File: src/rtl/jt900h_shift_seq_pkg.sv
// Shared constants for the TLCS-900H shift/rotate sequencer: ALU op codes,
// carry-in source codes, shift-kind codes and the result width mask.
package jt900h_shift_seq_pkg;

    localparam logic [4:0] SHL_ALU = 5'd12;
    localparam logic [4:0] SHR_ALU = 5'd13;

    // ZERO_CX selects a constant 0 as the shifted-in bit
    localparam logic [2:0] ZERO_CX = 3'd0;
    localparam logic [2:0] CIN_CX  = 3'd1;
    localparam logic [2:0] SA_CX   = 3'd2;
    localparam logic [2:0] SH_CX   = 3'd3;

    localparam logic [2:0] SLA_K = 3'd0;
    localparam logic [2:0] SRA_K = 3'd1;
    localparam logic [2:0] SLL_K = 3'd2;
    localparam logic [2:0] SRL_K = 3'd3;
    localparam logic [2:0] RLC_K = 3'd4;
    localparam logic [2:0] RRC_K = 3'd5;
    localparam logic [2:0] RL_K  = 3'd6;
    localparam logic [2:0] RR_K  = 3'd7;

    function automatic logic [31:0] mask_width(
        input logic [31:0] v,
        input logic        bs,
        input logic        ws,
        input logic        qs
    );
        logic [31:0] r;
        if (qs) begin
            r = v;
        end else if (ws) begin
            r = {16'd0, v[15:0]};
        end else if (bs) begin
            r = {24'd0, v[7:0]};
        end else begin
            r = v;
        end
        return r;
    endfunction

endpackage

File: src/rtl/jt900h_shift_seq.sv
// Multi-cycle shift/rotate sequencer driving the ALU one bit per cen cycle.
// Optional abort input enabled by defining JT900H_SHIFT_ABORT_EN.
module jt900h_shift_seq
    import jt900h_shift_seq_pkg::*;
(
    input  logic        clk,
    input  logic        rst,
    input  logic        cen,
    input  logic        start,
`ifdef JT900H_SHIFT_ABORT_EN
    input  logic        abort,
`endif
    input  logic [2:0]  kind,
    input  logic        bs,
    input  logic        ws,
    input  logic        qs,
    input  logic [3:0]  cnt,
    input  logic [31:0] val,
    input  logic        cin,
    input  logic [31:0] alu_rslt,
    input  logic        alu_c,
    output logic [4:0]  alu_sel,
    output logic [2:0]  cx_sel,
    output logic [31:0] op2,
    output logic        alu_cin,
    output logic        busy,
    output logic        done,
    output logic [31:0] rslt,
    output logic        c
);

    localparam logic [0:0] IDLE = 1'b0;
    localparam logic [0:0] RUN  = 1'b1;

    logic [0:0]  state_r;
    logic [2:0]  kind_r;
    logic        bs_r;
    logic        ws_r;
    logic        qs_r;
    logic [31:0] acc_r;
    logic        carry_r;
    logic [4:0]  rem_r;
    logic        busy_r;
    logic        done_r;
    logic [31:0] rslt_r;
    logic        c_r;

    logic [4:0]  alu_sel_s;
    logic [2:0]  cx_sel_s;
    logic        abort_s;

`ifdef JT900H_SHIFT_ABORT_EN
    assign abort_s = abort;
`else
    assign abort_s = 1'b0;
`endif

    // Sequencer FSM, step counter, accumulator and completion registers
    always_ff @(posedge clk or negedge rst) begin
        if (!rst) begin
            state_r <= IDLE;
            kind_r  <= 3'd0;
            bs_r    <= 1'b0;
            ws_r    <= 1'b0;
            qs_r    <= 1'b0;
            acc_r   <= 32'd0;
            carry_r <= 1'b0;
            rem_r   <= 5'd0;
            busy_r  <= 1'b0;
            done_r  <= 1'b0;
            rslt_r  <= 32'd0;
            c_r     <= 1'b0;
        end else begin
            // done is a single clk pulse, independent of cen
            done_r <= 1'b0;
            if (cen) begin
                case (state_r)
                    IDLE: begin
                        if (start) begin
                            state_r <= RUN;
                            kind_r  <= kind;
                            bs_r    <= bs;
                            ws_r    <= ws;
                            qs_r    <= qs;
                            acc_r   <= val;
                            carry_r <= cin;
                            rem_r   <= (cnt == 4'd0) ? 5'd16 : {1'b0, cnt};
                            busy_r  <= 1'b1;
                        end
                    end
                    RUN: begin
                        if (abort_s) begin
                            state_r <= IDLE;
                            busy_r  <= 1'b0;
                        end else begin
                            acc_r   <= alu_rslt;
                            carry_r <= alu_c;
                            rem_r   <= rem_r - 5'd1;
                            if (rem_r == 5'd1) begin
                                state_r <= IDLE;
                                busy_r  <= 1'b0;
                                done_r  <= 1'b1;
                                rslt_r  <= mask_width(alu_rslt, bs_r, ws_r, qs_r);
                                c_r     <= alu_c;
                            end
                        end
                    end
                    default: begin
                        state_r <= IDLE;
                        busy_r  <= 1'b0;
                    end
                endcase
            end
        end
    end

    // Per-step ALU operation and shifted-in bit source for the latched kind
    always_comb begin
        alu_sel_s = SHL_ALU;
        cx_sel_s  = ZERO_CX;
        if (state_r == RUN) begin
            case (kind_r)
                SLA_K:   begin alu_sel_s = SHL_ALU; cx_sel_s = ZERO_CX; end
                SLL_K:   begin alu_sel_s = SHL_ALU; cx_sel_s = ZERO_CX; end
                SRL_K:   begin alu_sel_s = SHR_ALU; cx_sel_s = ZERO_CX; end
                SRA_K:   begin alu_sel_s = SHR_ALU; cx_sel_s = SA_CX;   end
                RLC_K:   begin alu_sel_s = SHL_ALU; cx_sel_s = SA_CX;   end
                RRC_K:   begin alu_sel_s = SHR_ALU; cx_sel_s = SH_CX;   end
                RL_K:    begin alu_sel_s = SHL_ALU; cx_sel_s = CIN_CX;  end
                RR_K:    begin alu_sel_s = SHR_ALU; cx_sel_s = CIN_CX;  end
                default: begin alu_sel_s = SHL_ALU; cx_sel_s = ZERO_CX; end
            endcase
        end else begin
            alu_sel_s = SHL_ALU;
            cx_sel_s  = ZERO_CX;
        end
    end

    assign alu_sel = alu_sel_s;
    assign cx_sel  = cx_sel_s;
    assign op2     = acc_r;
    assign alu_cin = carry_r;
    assign busy    = busy_r;
    assign done    = done_r;
    assign rslt    = rslt_r;
    assign c       = c_r;

endmodule

File: config.mk
export PLATFORM = sky130hd
export DESIGN_NAME = jt900h_shift_seq
export DESIGN_NICKNAME = d
export VERILOG_FILES = /design/src/rtl/jt900h_shift_seq_pkg.sv /design/src/rtl/jt900h_shift_seq.sv
export SDC_FILE = /design/constraint.sdc
export NUM_CORES = 1
export LEC_CHECK = 0
export ABC_AREA = 1
export BUFFER_PORTS_ARGS = -buffer_cell sky130_fd_sc_hd__buf_2
export CAP_MARGIN = 30
export CELL_PAD_IN_SITES_DETAIL_PLACEMENT = 1
export CELL_PAD_IN_SITES_GLOBAL_PLACEMENT = 2
export CORE_MARGIN = 2
export CORE_UTILIZATION = 26
export CTS_CLUSTER_DIAMETER = 60
export CTS_CLUSTER_SIZE = 24
export DETAILED_ROUTE_END_ITERATION = 8
export PLACE_DENSITY_LB_ADDON = 0.12
export SKIP_LAST_GASP = 1
export SLEW_MARGIN = 15
export SYNTH_ARGS = -nofsm -noshare
export SYNTH_HDL_FRONTEND = slang
export SYNTH_SLANG_ARGS = --single-unit
export TNS_END_PERCENT = 1
File: constraint.sdc
create_clock -name clk -period 1.5 [get_ports clk]
set_input_delay 0.075 -clock clk [delete_from_list [all_inputs] [get_ports clk]]
set_output_delay 0.075 -clock clk [all_outputs]
set_load 0.01 [all_outputs]
-- Word level (Yosys, flattened, before mapping)
Memory sizes are Yosys's and may differ from the RTL's.
Cells that the tools add are included.
- register bits: 80
- bits in latches: 0
- RAM bits: 0
- memory bits (read-only): 24
- input port bits: 80
- memories: 1
- $add $sub $neg: 1
- $mul: 0
- divide/modulo/power cells: 0
- order comparisons: 0
- eq/ne operators: 3
- shift-type cells: 0
- multiplexer cells: 21
- bitwise gates (word level): 1
- reductions and logical operators: 5
- memory list (name ; words ; bits a word ; rd ports ; clocked after Yosys merged registers in ; write ports ; RTL line ; source):
    (no name shown) ; 8 ; 3 ; 1 ; 0 ; 0 ; jt900h_shift_seq.sv:122 ; case (kind_r)
- operator list (operator ; count):
    2-to-1 mux 32 bit ; 4
    case mux 32 bit (2 select lines) ; 1
    2-to-1 mux 5 bit ; 3
    case mux 5 bit (2 select lines) ; 1
    AND reduction 3 bit ; 3
    2-to-1 mux 1 bit ; 8
    case mux 1 bit (2 select lines) ; 3
    == test 5 x 1 -> 1 bit (second input constant) ; 1
    subtractor 5 x 1 -> 5 bit (second input constant) ; 1
    zero test 4 bit ; 1
    2-to-1 mux 3 bit ; 1
    inequality test 2 x 1 -> 1 bit (second input constant) ; 1
    inequality test 2 bit (second input constant) ; 1
    AND reduction 2 bit ; 1
    inverter 1 bit ; 1

-- Logic depth before layout (Yosys ltp)
Gate-level depths: netlist of run 1.
- depth after elaboration: 4
- depth in mapped cells: 9
- gate-level depth less buffers: 8

-- Worst setup path before layout of run 1
No wires, ideal clock.
- path type: register to register
- from: reg rem_r[1]
- to: reg rslt_r[11], in the netlist rslt[11]
- arrival time: 1175 ps
- required time: 1368 ps
- setup slack: 193 ps
- cell stages (with the launch flop): 10
- buffers on the path: 2
- clock period less this slack: 1307 ps
- path through: dfrtp_1 > inv_1 > ha_1 > inv_1 > nor2_1 > nand3_2 > buf_6 > buf_6 > nand2_1 > o21ai_1
- cells in the longest elaborated chain, start to end: 2
- RTL lines (item ; RTL line ; source):
    start: declaration ; jt900h_shift_seq.sv:42 ; logic [4:0] rem_r;
    start signal: assignment ; jt900h_shift_seq.sv:87 ; rem_r <= (cnt == 4'd0) ? 5'd16 : {1'b0, cnt};
    start signal: assignment ; jt900h_shift_seq.sv:98 ; rem_r <= rem_r - 5'd1;
    == test 5 x 1 -> 1 bit ; jt900h_shift_seq.sv:99 ; if (rem_r == 5'd1) begin
    AND reduction 3 bit (no line) ; -- ;
    end signal: assignment ; jt900h_shift_seq.sv:103 ; rslt_r <= mask_width(alu_rslt, bs_r, ws_r, qs_r);
    end: declaration ; jt900h_shift_seq.sv:45 ; logic [31:0] rslt_r;
No other way between the ends.
A chain may end at the register's enable or synchronous reset.

-- Worst setup path in the final report of run 1
- from: reg state_r
- to: out cx_sel[1]
- cells in the longest elaborated chain, start to end: 1
- RTL lines (item ; RTL line ; source):
    start: declaration ; jt900h_shift_seq.sv:35 ; logic [0:0] state_r;
    start signal: assignment ; jt900h_shift_seq.sv:61 ; state_r <= IDLE;
    start signal: assignment ; jt900h_shift_seq.sv:80 ; state_r <= RUN;
    start signal: assignment ; jt900h_shift_seq.sv:93 ; state_r <= IDLE;
    2-to-1 mux 3 bit ; jt900h_shift_seq.sv:121 ; if (state_r == RUN) begin
    end: declaration ; jt900h_shift_seq.sv:23 ; output logic [2:0] cx_sel,
No other way between the ends.

==> results of run 1 <==
## metrics by stage
| stage | hold WS, ns | total power, W | setup TNS, ns |
|---|---|---|---|
| 2_1_floorplan | -0.2206 | 0.005531 | 0 |
| 3_3_place_gp | 0.06133 | 0.007008 | 0 |
| 3_5_place_dp | 0.06003 | 0.007107 | 0 |
| 4_1_cts | 0.002065 | 0.009373 | 0 |
| 5_1_grt | 0.008595 | 0.01001 | -0.4024 |
| 6_report | 0.01453 | 0.009202 | 0 |
## kinds of logic (layout without fill, tap and decap cells)
| kind of cell | Yosys count | after routing | synth area share |
|---|---|---|---|
| AO/OA/AOI/OAI | 72 | 72 | 0.1143 |
| adder cells (fa/ha/maj) | 2 | 2 | 0.007009 |
| buffers and inverters | 44 | 261 | 0.07430 |
| flip-flops | 80 | 80 | 0.5608 |
| other | 2 | 5 | 0.002104 |
| AND/OR/NAND/NOR | 222 | 222 | 0.2415 |
## state kept, by name (all words and copies together), names as in the netlist
register  count
c             1
kind_r        3
bs_r          1
rslt         32
op2          32
alu_cin       1
rem_r         5
busy          1
qs_r          1
done          1
state_r       1
ws_r          1
## cell usage after synthesis (4+ instances only)
library cell               count  area, um^2
sky130_fd_sc_hd__a21oi_1       7       35.03
sky130_fd_sc_hd__a31oi_1      33       206.5
sky130_fd_sc_hd__buf_2        11       55.05
sky130_fd_sc_hd__buf_4         7       52.55
sky130_fd_sc_hd__buf_6         8       90.09
sky130_fd_sc_hd__clkbuf_1      4       15.01
sky130_fd_sc_hd__dfrtp_1      80        2002
sky130_fd_sc_hd__inv_1        12       45.04
sky130_fd_sc_hd__nand2_1     165       619.3
sky130_fd_sc_hd__nand3_1      11       55.05
sky130_fd_sc_hd__nor2_1       42       157.7
sky130_fd_sc_hd__o21ai_0       9       45.04
sky130_fd_sc_hd__o21ai_1      21       105.1
## power by group
| part | switching [W] | total (W) | internal, W |
|---|---|---|---|
| clock | 0.000870 | 0.00207 | 0.00120 |
| sequential | 0.000496 | 0.00354 | 0.00304 |
| combinational | 0.00209 | 0.00360 | 0.00151 |
## worst register-to-register path, delay by kind of cell, from the launching register on
kind | cells | cell delay (ns)
compound gates | 1 | 0.07
fa+ha+maj | 1 | 0.16
buf+inv | 3 | 0.37
flops | 1 | 0.36
simple gates | 3 | 0.29
## timing repair
item                                    CTS  global route
hold buffers                             68             0
endpoints found under the hold margin    95             0
resized for setup                         0             2
endpoints found under the setup margin    0            24
## area by class of cell
type | count | area [um^2]
fillers | 1631 | 7873
flip-flops and latches | 80 | 2003
repair buffers | 232 | 1609
multi-input cells | 301 | 1316
clock buffers | 12 | 256.5
well taps | 176 | 220.2
inverters | 14 | 52.55
clock inverters | 3 | 17.52
## per-layer routing
| metal | global-route usage | vias up |
|---|---|---|
| li1 | - | 1779 |
| met5 | 0 | - |
| met3 | 0.05028 | 12 |
| met4 | 0.04741 | 0 |
| met1 | 0.2154 | 1693 |
| met2 | 0.2770 | 95 |
## worst max-delay path by stage
stage / slack (ns) / to / cells after the start
2_1_floorplan: 0.19 / rslt[11] / 9
3_3_place_gp: 0.12 / rslt[28] / 8
3_5_place_dp: 0.07 / rslt[28] / 8
4_1_cts: 0.07 / rslt[19] / 8
5_1_grt: -0.04 / rslt[21] / 8
6_report: 0.12 / cx_sel[1] / 4
## layout by cell type, fill, tap and decap left out, drive strengths merged
cell type    synthesis  final
clkbuf               4     12
a31oi               33     33
o211ai               1      1
inv                 13     13
nand3               12     12
clkinvlp             0      1
buf                 26    164
dlygate4sd3          0     68
clkinv               1      3
nor2                42     42
nand2              166    166
nand4                1      1
nand3b               1      1
dfrtp               80     80
ha                   2      2
a21oi                7      7
o21ai               31     31
conb                 2      5
==> impl_summary.md, run 1 <==
Outcome
The run finished with clean final reports.

Critical path
The data arrival time of the worst path is 1.30 ns. The cell type of the slowest stage on the worst timing path is sky130_fd_sc_hd__dfrtp_2. The critical path is of the flip-flop to output port type. The biggest fanout along the worst timing path is 10. The count of buffering cells on the critical path with inverters included is 2. The endpoint of the lowest-slack register-to-register path is rslt[28].

The kind of start point of the critical path is a flip-flop. The worst register-to-register path has a depth of 8. The dominant delay contributor by cell family on the critical path is flip-flops. The critical path goes through buf_4 > nand2_1 > a21oi_1 > buf_2. The critical path starts at state_r.

The startpoint identified for the worst register-to-register timing path is rem_r[1]. At the worst endpoint, the required time is 1.42 ns. For this run, the slowest stage of the critical path takes 0.39 ns. The worst setup path is captured at an output port. The setup check on the worst reg-to-reg path leaves a slack of 0.13 ns.

Global route
The initial antenna violation count is 0. The first global-routing pass estimated 19.11 mm of wire. Entering global routing, the biggest net connects 35 pins.

Across every metal layer, demand over resource in global routing totals 0.1686. The number of global-route vias before repair is 3717. The total congestion overflow is 0.

Placement
At the placement stage, the worst setup path has a slack of 0.06616 ns. The number of buffer cells added on primary ports is 150. The cell count after placement is 735. The detailed placement HPWL is 8.127 mm.

The global placement routability congestion is 0.7705. The total placed instance area is 0.004513 mm^2.

Yosys
The synthesized instance count is 422. The number of different library cells used by synthesis comes to 23. The mean instance size in the synthesized netlist is 8.459 um^2. Summing every instance area after synthesis gives 0.003570 mm^2. For this run, the register share of the synthesized area comes to 0.5608.

In this run, synthesis inferred 0 flip-flops with an integrated enable. The commonest register cell after synthesis is sky130_fd_sc_hd__dfrtp_1. The number of warning messages in the yosys log is 0. Counting flops with an async set or reset pin after synthesis yields a share of 1.000.

The number of synthesized register bits is 80.

Detailed routing
The routed length on met1 is 5.252 mm. The final antenna-violating net count is 0. The number of violations reported at the end of detailed-routing iteration 0 is 151. The aggregate routed wire length is 11.72 mm. In the final routed layout, each cell accounts on average for 14.32 um. Wire segments on met2 add up to 5.629 mm in the final route.

The mean number of vias per cell is 4.375. The final route contains 3579 vias. The highest metal layer carrying signal wires in the routed design is met4. After detailed routing, the number of remaining DRC violations is 0. The number of detailed-routing iterations run before antenna repair is 4. Wire segments on met3 add up to 653 um in the final route.

Clock network
The number of clock buffers inserted by TritonCTS is 9. The number of setup buffers added after CTS is 0. Counting every sink on the clock net gives 80.

The number of buffers on the longest clock path is 2. The cell at the root of the clock tree is sky130_fd_sc_hd__clkbuf_16. The CTS clock-pin slew for the worst setup and hold paths is 0.06 ns. The number of H-tree branching levels is 3.

The clock reaches the later pin of the worst-skew pair after 0.34 ns. TritonCTS built the clock tree.

STA
Counting I/O delays and the setup requirement, the final critical path takes 1.376 ns. The total count of max-transition violations in the final report is 0. Clock skew on the completed layout was measured at 0.006029 ns.

Of the available clock period, the critical path in the final layout requires 0.9172. The hold violation count in the final report came to 0. Setup violations remaining at the end of the flow were counted as 0. Timing would allow up to 726.8 MHz.

Setup repair after global routing could not meet its margin everywhere. Across all setup checks in the final design, the least slack found is 0.1242 ns.

Layout
The fraction of layout cells with a size suffix above 1 is 0.2866. Excluding fillers, the count of instances in the completed layout stands at 818. The post-route standard cell area excluding fillers is 0.005475 mm^2. The number of antenna cells inserted is 0. Once layout is complete, the utilization of the core stands at 0.4102. The area added between synthesis and finish is 53.38%.

In the final design database the tool counted 720 nets.

Floorplanning
The floorplan step set the die height to 121.2 um. The initial core utilization is 0.2674. Pin placement for this block handled 156 I/O pins. The die outline width is 121.2 um. Row generation in the floorplan step produced 42 rows. The area of the die is 0.01468 mm^2.

The floorplan step defined a core boundary enclosing 0.01335 mm^2.

Power
The worst vdd rail ir drop is 659.4 uV. The areal power density over the cells is 1681 mW/mm^2. The leakage power summed over all cells is 2.834 nW.

Worst hold path
The instance count along the most critical hold path is 3. The path class of the tightest hold or removal check is input port to flip-flop. For hold timing, the worst endpoint is rslt[30]. The worst hold path begins at alu_rslt[30].

Job
The number of max-capacitance violations reported is 0.
No activity file was read; power rests on OpenSTA's default activity.
==> run 2: changes to the inputs <==
--- a/config.mk
+++ b/config.mk
@@ -6,11 +6,10 @@
 export NUM_CORES = 1
 export LEC_CHECK = 0
 export ABC_AREA = 1
-export BUFFER_PORTS_ARGS = -buffer_cell sky130_fd_sc_hd__buf_2
+export BUFFER_PORTS_ARGS = -buffer_cell sky130_fd_sc_hd__buf_4
 export CAP_MARGIN = 30
 export CELL_PAD_IN_SITES_DETAIL_PLACEMENT = 1
 export CELL_PAD_IN_SITES_GLOBAL_PLACEMENT = 2
-export CORE_MARGIN = 2
 export CORE_UTILIZATION = 26
 export CTS_CLUSTER_DIAMETER = 60
 export CTS_CLUSTER_SIZE = 24
==> impl_summary.md, run 2 (same netlist as run 1, synthesis figures left out) <==
Critical path
The kind of start point of the critical path is a flip-flop. STA classifies the critical path endpoint as an output port. The required arrival time at the worst endpoint is 1.42 ns (about the same).

The endpoint identified for the worst register-to-register timing path is rslt[25]. The start of the worst register-to-register path is rem_r[1]. The number of cells on the worst reg-to-reg path is 8 (unchanged). The internal reg-to-reg setup slack was 0.16 ns (+0.03 ns). The launching instance or port of the critical path is state_r. The data arrival time of the worst path came to 1.33 ns (+0.03 ns). The category of the critical setup timing path is flip-flop to output port. The biggest fanout along the worst timing path is 18 (+8).

Power
The worst vdd rail ir drop is 597.9 uV (-9.3%). The areal power density over the cells is 1712 mW/mm^2 (+1.8%). The power consumption is 0.009862 W (+7.2%). The leakage power summed over all cells was 2.918 nW (+3.0%).

Floorplanning
The die outline height is 119.2 um (-1.7%). The core outline area is 0.01330 mm^2 (-0.39%). The area of the die was 0.01420 mm^2 (-3.3%).

The number of core rows came to 42 (unchanged). The total I/O pin count is 156 (unchanged). The die outline width is 119.2 um (-1.7%). The initial core utilization came to 0.2685 (+0.001057).

STA
The final worst slack was 0.09782 ns (-0.02637 ns). The clock period minus final worst setup slack is 1.402 ns (+0.02637 ns). The maximum achievable frequency is 713.2 MHz (-1.9%). The final setup violation count is 0 (unchanged).

The final-layout setup total negative slack is 0 ns (unchanged). The setup clock skew after layout was 0.003834 ns (-0.002195 ns). The total count of max-transition violations in the final report was 0 (unchanged). Setup repair after global routing could not meet its margin everywhere. The fraction of the cycle the final worst path needs is 0.9348 (+0.01758). The hold violation count in the final report is 0 (unchanged).

Clock network
The number of clock buffers inserted by TritonCTS is 9 (unchanged). The post-CTS setup repair buffer count was 0 (unchanged). The number of H-tree branching levels was 3 (unchanged).

The latest clock arrival within the worst-skew pair was 0.34 ns (about the same). The total clock sinks came to 80 (unchanged). The number of buffers on the longest clock path came to 2 (unchanged). Clock tree synthesis selected as its root buffer the cell sky130_fd_sc_hd__clkbuf_16.

The CTS clock-pin slew for the worst setup and hold paths is 0.06 ns (about the same). The clock tree from TritonCTS is yes.

Layout
The number of fillers in the final layout was 1576 (-3.4%). The number of antenna cells inserted is 0 (unchanged). The commonest non-fill, non-tap cell in the layout is sky130_fd_sc_hd__nand2_1. The number of nets in the finished design is 709 (-1.5%).

The area added between synthesis and finish is 61.41%. The post-route standard cell area excluding fillers came to 0.005762 mm^2 (+5.2%). The fraction of layout cells with a size suffix above 1 is 0.2927 (+0.006117). The library cells used most frequently in the layout, excluding fill and tap cells, are sky130_fd_sc_hd__nand2_1 (164), sky130_fd_sc_hd__buf_4 (158), sky130_fd_sc_hd__dfrtp_1 (79).

Detailed routing
The number of detailed-routing iterations run before antenna repair came to 4 (unchanged). The count of unresolved DRC violations after routing is 0 (unchanged). The aggregate routed wire length is 11.67 mm (-0.37%). The number of violations reported at the end of detailed-routing iteration 0 is 107 (-29%). The count of vias placed by the detailed router is 3512 (-1.9%).

The final antenna-violating net count is 0 (unchanged). The mean number of vias per cell is 4.347 (-0.66%). The detailed-route wire length per cell is 14.45 um (+0.87%).

Global route
The number of global-route vias before repair is 3738 (+0.56%). The pin count of the biggest net entering global routing is 50 (+43%). The first-pass GRT wire length is 19.43 mm (+1.7%). The overall track demand over capacity in global routing is 0.1757 (+0.007173). The initial antenna violation count came to 0 (unchanged). The total congestion overflow was 0 (unchanged).

Placement
The number of buffer cells added on primary ports came to 150 (unchanged). The worst slack at placement is 0.09727 ns (+0.03112 ns). The total placed instance area is 0.004893 mm^2 (+8.4%). The detailed placement HPWL is 8.132 mm (about the same). The global placement routability congestion is 0.7321 (-5.0%).

Job
The number of max-capacitance violations reported is 0 (unchanged).

Worst hold path
The type of the worst min-delay path is input port to flip-flop. The instance count along the most critical hold path is 3 (unchanged). The source of the worst hold timing path is alu_rslt[27].

The worst hold path terminates at rslt[27].

Outcome
The flow ran to the end, and the final reports show no timing, DRC or antenna violations.
## run 2: cell types whose count changed in the layout (fill, tap and decap cells not counted)
| cell | delta |
|---|---|
| sky130_fd_sc_hd__buf_2 | -149 |
| sky130_fd_sc_hd__buf_4 | +150 |
| sky130_fd_sc_hd__bufinv_16 | +1 |
| sky130_fd_sc_hd__clkbuf_1 | +1 |
| sky130_fd_sc_hd__clkinvlp_4 | -1 |
| sky130_fd_sc_hd__dlygate4sd3_1 | -12 |
## run 2: where the power goes
part / internal [W] / switching (W) / total (W)
Clock: 0.00138 / 0.000861 / 0.00224
Sequential: 0.00304 / 0.000522 / 0.00357
Combinational: 0.00197 / 0.00209 / 0.00406
## run 2: final cells by class
class                      count  area [um^2]  area share
clock inverter                 3        40.04    0.006949
sequential                    80         2003      0.3477
timing repair buffer         221         1869      0.3244
multi-input combinational    301         1316      0.2284
inverter                      14        52.55    0.009121
clock buffer                  13        260.3     0.04517
tap                          176        220.2     0.03822
## run 2: worst max-delay path by stage
| stage | end | slack (ns) | cells past startpoint |
|---|---|---|---|
| floorplan | rslt[11] | 0.19 | 9 |
| global placement | rslt[30] | 0.16 | 6 |
| detailed placement | rslt[29] | 0.1 | 6 |
| CTS | rslt[29] | 0.04 | 6 |
| global route | cx_sel[1] | -0.006 | 4 |
| finish | cx_sel[1] | 0.1 | 4 |
## run 2: stage by stage
step | util | cells | hold slack, ns
finish | 0.4334 | 808 | 0.007327
global route | 0.4334 | 808 | 0.01141
CTS | 0.4331 | 808 | 0.0005714
detailed placement | 0.3681 | 736 | 0.05661
global placement | 0.3681 | 736 | 0.05936
floorplan | - | 425 | -0.2206
## run 2: layer usage
layer  part of all wire  wire length [um]  GRT usage
met1               0.45              5263     0.2234
met2               0.48              5628     0.2918
met3              0.046               533    0.03400
met4              0.021               249    0.07120
met5                  0                 0          0
## run 2: worst max-delay path, cell delays in order (launching register included)
cell	delay (ns)
sky130_fd_sc_hd__dfrtp_2	0.41
sky130_fd_sc_hd__buf_6	0.20
sky130_fd_sc_hd__nand2_1	0.09
sky130_fd_sc_hd__a21oi_1	0.15
sky130_fd_sc_hd__buf_4	0.14
## run 2: repair_timing
item,4_1_cts,5_1_grt
resized for setup,1,1
endpoints found under the setup margin,1,19
pin swaps,0,0
hold buffers,56,0
endpoints found under the hold margin,135,0
